File: src/rtl/uart_tx_fc.sv
// uart_tx_fc: UART transmitter with CTS flow control and a programmable baud divider.
// Define UART_TX_PARITY_EN to add a parity slot and the uart_tx_parity_odd input.
module uart_tx_fc #(
  parameter int COUNT_REG_LEN = 13,
  parameter int PAYLOAD_BITS  = 8,
  parameter int STOP_BITS     = 1
) (
  input  logic                     clk,
  input  logic                     resetn,
  output logic                     uart_txd,
  input  logic                     uart_cts,
  input  logic                     uart_tx_start,
  input  logic [PAYLOAD_BITS-1:0]  uart_tx_data,
`ifdef UART_TX_PARITY_EN
  input  logic                     uart_tx_parity_odd,
`endif
  output logic                     uart_tx_busy,
  input  logic [COUNT_REG_LEN-1:0] baud_divider
);
  typedef enum logic [2:0] {
    IDLE, START, DATA, STOP
`ifdef UART_TX_PARITY_EN
    , PARITY
`endif
  } state_t;
  localparam logic [3:0] LAST_D = 4'(PAYLOAD_BITS - 1);
  localparam logic [3:0] LAST_S = 4'(STOP_BITS - 1);
  state_t state, state_n;
  logic [COUNT_REG_LEN-1:0] cnt, cnt_n;
  logic [3:0] idx, idx_n;
  logic [PAYLOAD_BITS-1:0] sh, sh_n;
  logic par, par_n, txd_n, busy_n;
  logic [1:0] cts_s;
  logic cts_ok, bit_end;
  assign cts_ok = ~cts_s[1];
  assign bit_end = cnt >= baud_divider;
  always_ff @(posedge clk) begin
    if (!resetn) begin
      state <= IDLE;
      cnt <= '0;
      idx <= '0;
      sh <= '0;
      par <= 1'b0;
      uart_txd <= 1'b1;
      uart_tx_busy <= 1'b0;
      cts_s <= 2'b11;
    end else begin
      state <= state_n;
      cnt <= cnt_n;
      idx <= idx_n;
      sh <= sh_n;
      par <= par_n;
      uart_txd <= txd_n;
      uart_tx_busy <= busy_n;
      cts_s <= {cts_s[0], uart_cts};
    end
  end
  always_comb begin
    state_n = state;
    cnt_n = '0;
    idx_n = idx;
    sh_n = sh;
    par_n = par;
    txd_n = uart_txd;
    busy_n = uart_tx_busy;
    if (state == IDLE) begin
      if (uart_tx_start && cts_ok) begin
        state_n = START;
        sh_n = uart_tx_data;
`ifdef UART_TX_PARITY_EN
        par_n = ^uart_tx_data ^ uart_tx_parity_odd;
`else
        par_n = ^uart_tx_data;
`endif
        txd_n = 1'b0;
        busy_n = 1'b1;
      end
    end else begin
      cnt_n = bit_end ? '0 : cnt + COUNT_REG_LEN'(1);
      // Each slot's level is driven on the same edge that ends the previous slot.
      if (bit_end) begin
        case (state)
          START: begin
            state_n = DATA;
            txd_n = sh[0];
            sh_n = sh >> 1;
            idx_n = '0;
          end
          DATA: begin
            if (idx == LAST_D) begin
`ifdef UART_TX_PARITY_EN
              state_n = PARITY;
              txd_n = par;
`else
              state_n = STOP;
              txd_n = 1'b1;
              idx_n = '0;
`endif
            end else begin
              txd_n = sh[0];
              sh_n = sh >> 1;
              idx_n = idx + 4'd1;
            end
          end
`ifdef UART_TX_PARITY_EN
          PARITY: begin
            state_n = STOP;
            txd_n = 1'b1;
            idx_n = '0;
          end
`endif
          STOP: begin
            txd_n = 1'b1;
            if (idx == LAST_S) begin
              state_n = IDLE;
              busy_n = 1'b0;
            end else begin
              idx_n = idx + 4'd1;
            end
          end
          default: begin
            state_n = IDLE;
            txd_n = 1'b1;
            busy_n = 1'b0;
          end
        endcase
      end
    end
  end
endmodule

File: config.mk
export PLATFORM = sky130hd
export DESIGN_NAME = uart_tx_fc
export DESIGN_NICKNAME = d
export VERILOG_FILES = /design/src/rtl/uart_tx_fc.sv
export SDC_FILE = /design/constraint.sdc
export NUM_CORES = 1
export LEC_CHECK = 0
export ABC_AREA = 1
export BUFFER_PORTS_ARGS = -buffer_cell sky130_fd_sc_hd__buf_2
export CORE_MARGIN = 3
export CORE_UTILIZATION = 50
export DETAILED_ROUTE_END_ITERATION = 16
export PLACE_DENSITY = 0.78
export SYNTH_ARGS = -nofsm -noshare
export SYNTH_HDL_FRONTEND = slang
export SYNTH_SLANG_ARGS = --single-unit
File: constraint.sdc
create_clock -name clk -period 2.3 [get_ports clk]
set_clock_uncertainty 0.1 [all_clocks]
set_input_delay 0.345 -clock clk [delete_from_list [all_inputs] [get_ports clk]]
set_output_delay 0.345 -clock clk [all_outputs]
set_load 0.05 [all_outputs]
==> summary.txt <==
Run status = finished clean
Final std cells w/o fill = 350
Largest net degree at the start of global routing = 17
GRT Overall Usage = 18.1%
DR WL/cell = 10.3 µm
Setup bufs post-CTS = 0
Routed Antenna Nets = 0
Worst-Skew Late Latency = 0.29 ns
CTS Buffer Depth = 2
H-tree depth = 2
Placed cell count = 342
Standard cell core area = 0.00349 mm²
I/O pin cnt = 27
Crit path capture type = flop
Area delta synth->final = 15.4%
Tmin final = 1.99 ns
Inserted Clock Buffers = 5
Initial Util = 54.1%
Register Area = 621 µm²
Seq/Total Area, Yosys = 32.8%
Crit Path Class = flop to flop
First-pass GRT wire length = 6220 µm
Hold WS = 0.143 ns
Static Leak = 1.03 nW
Initial antenna violation count = 0
Syn avg cell area = 6.95 µm²
Yosys warning count = 0
DRT iter0 DRCs = 126
Slowest cell on crit path = dfxtp_1
Routability cong. = 0.828
Number of placement rows = 21
Routed WL = 3620 µm
Placement Setup Slack = 0.209 ns
CP arrival = 2.10 ns
Synthesized net count = 317
# diodes = 0
Max_slew headroom = 73.2%
Share of cells above drive strength 1 = 17.1%
CTS clk-pin slew, worst paths = 0.07 ns
Clk sinks = 31
Full die area = 0.00455 mm²
Nets = 348
CP Data Required Time = 2.41 ns
Hold Fails Final Rpt = 0
Hold Buf Count CTS = 0
Setup TNS = 0 ns
Number of port buffers = 26
Most common cell on crit path = nand2_1
DRC = 0
Final Slew Violations = 0
Post-synthesis async set-or-reset flop share = 0%
Resize count post-CTS = 0
Hold WC Path Type = primary input to flop
CTS tree = built
Max-cap viol count = 0
Max Freq = 503 MHz
Post-synthesis cell count = 272
# setup viols final = 0
Main synth FF type = dfxtp_1
Detailed placement HPWL = 2640 µm
Mapped Area = 0.00189 mm²
Multi-input gate area = 0.00111 mm²
GRT overflow = 0
Period utilisation layout = 86.5%
Via density = 4.91
PD cells = 539 mW/mm²
CP Launch Type = flop
Actual slew at the worst max-slew pin = 0.401 ns
Yosys reg bits = 31
RSZ-0062 raised after global routing = no
CTS root buffer = clkbuf_8
TritonRoute pass-1 iters = 4
Netlist cell types = 28
Reg2reg start = cnt[10]$_SDFF_PP0_
Fin worst setup slack = 0.311 ns
Die width = 67.5 µm
Die Y = 67.5 µm
Vias in the first global route = 1471
Crit-path cells = ha_1 > nand2_1 > nand2_1 > nand3_1 > nand2_1 > nor2_1 > nand3_2 > nor2_1 > nand2_1 > nor3_1
Worst Setup SP = cnt[10]$_SDFF_PP0_
Number of synthesized flops with an enable pin = 0
Hold path start = uart_cts
Crit path max fanout = 12
# fillers = 326
VDD IR max = 0.397 mV
Via count = 1719
CP peak stage delay = 0.40 ns
-- worst paths after layout --
path / slack (ns) / depth (start not counted) / to
setup / recovery: 0.31 / 10 / cnt[12]$_SDFF_PP0_
hold / removal: 0.14 / 2 / cts_s[0]$_SDFF_PN1_
setup reg to reg: 0.31 / 10 / cnt[12]$_SDFF_PP0_
hold reg to reg: 0.31 / 1 / cts_s[1]$_SDFF_PN1_
-- synth_stat cells (all sizes together) (3+ instances only) --
| library cell | instances | share of area [%] |
|---|---|---|
| a21oi | 21 | 5.8 |
| a31oi | 3 | 0.99 |
| buf | 3 | 1.3 |
| dfxtp | 31 | 33 |
| ha | 20 | 13 |
| inv | 35 | 6.9 |
| nand2 | 82 | 17 |
| nand3 | 26 | 7.7 |
| nor2 | 25 | 5.2 |
| nor3 | 3 | 0.79 |
| o21ai | 5 | 1.3 |
| or2 | 4 | 1.3 |
| xor2 | 3 | 1.4 |
-- flip-flops by register name, indices dropped and copies added (netlist names) --
signal,count
cnt,13
sh,8
idx,4
cts_s,2
state,2
uart_tx_busy,1
uart_txd,1
-- routing by layer --
metal	up-vias	track usage [%]	routed length, µm
met1	755	22.4	1750
met2	25	28.9	1650
li1	934	-	-
met5	-	0	0
met4	0	6.84	46
met3	5	6.32	167
-- where the power goes --
part	internal, W	switching (W)	total, W
Clock	0.000322	0.000214	0.000536
Combinational	0.0000392	0.0000521	0.0000913
Sequential	0.000544	0.00000378	0.000547
-- logic make-up (layout without fill, tap and decap cells) --
family / after synthesis / after routing / synth area share, %
AO/OA/AOI/OAI: 30 / 30 / 8.47
adder cells (fa/ha/maj): 20 / 20 / 13.2
buffers and inverters: 40 / 72 / 8.60
AND/OR/NAND/NOR: 146 / 146 / 34.5
flip-flops: 31 / 31 / 32.8
XOR/XNOR: 5 / 5 / 2.32
-- metrics by stage --
step / cell area (µm²) / util (%) / total power [W]
floorplan: 1890 / - / 0.000617
global route: 2180 / 62.4 / 0.00122
finish: 2180 / 62.4 / 0.00118
CTS: 2180 / 62.4 / 0.00119
global placement: 2070 / 59.2 / 0.000650
detailed placement: 2070 / 59.2 / 0.000651
-- critical path: cells and delay by family, from the launching register on --
family | cells | cell delay (ns)
flops | 1 | 0.40
simple gates | 9 | 1.14
fa+ha+maj | 1 | 0.27
-- layout by cell type, fill, tap and decap left out, types with 2 or more instances in the layout --
cell type	n
xor2_1	3
buf_4	3
inv_1	34
nor2_2	2
a21oi_1	20
nand3_1	23
nand2_4	2
nand3_2	3
nand2_1	78
ha_1	20
xnor2_1	2
or2_2	4
nand2_2	2
nor3b_1	2
nand4_1	2
nor3_1	3
dfxtp_1	31
clkbuf_8	5
nor2_1	23
a31oi_1	3
o21ai_0	5
buf_2	26
-- cell type report --
type / instances / share of cell area, %
Inverter: 35 / 6.02
Sequential cell: 31 / 28.4
Multi-Input combinational cell: 201 / 50.7
Clock buffer: 5 / 3.15
Clock inverter: 3 / 2.01
Tap cell: 46 / 2.64
Timing Repair Buffer: 29 / 7.00
No activity file was read; power rests on OpenSTA's default activity.
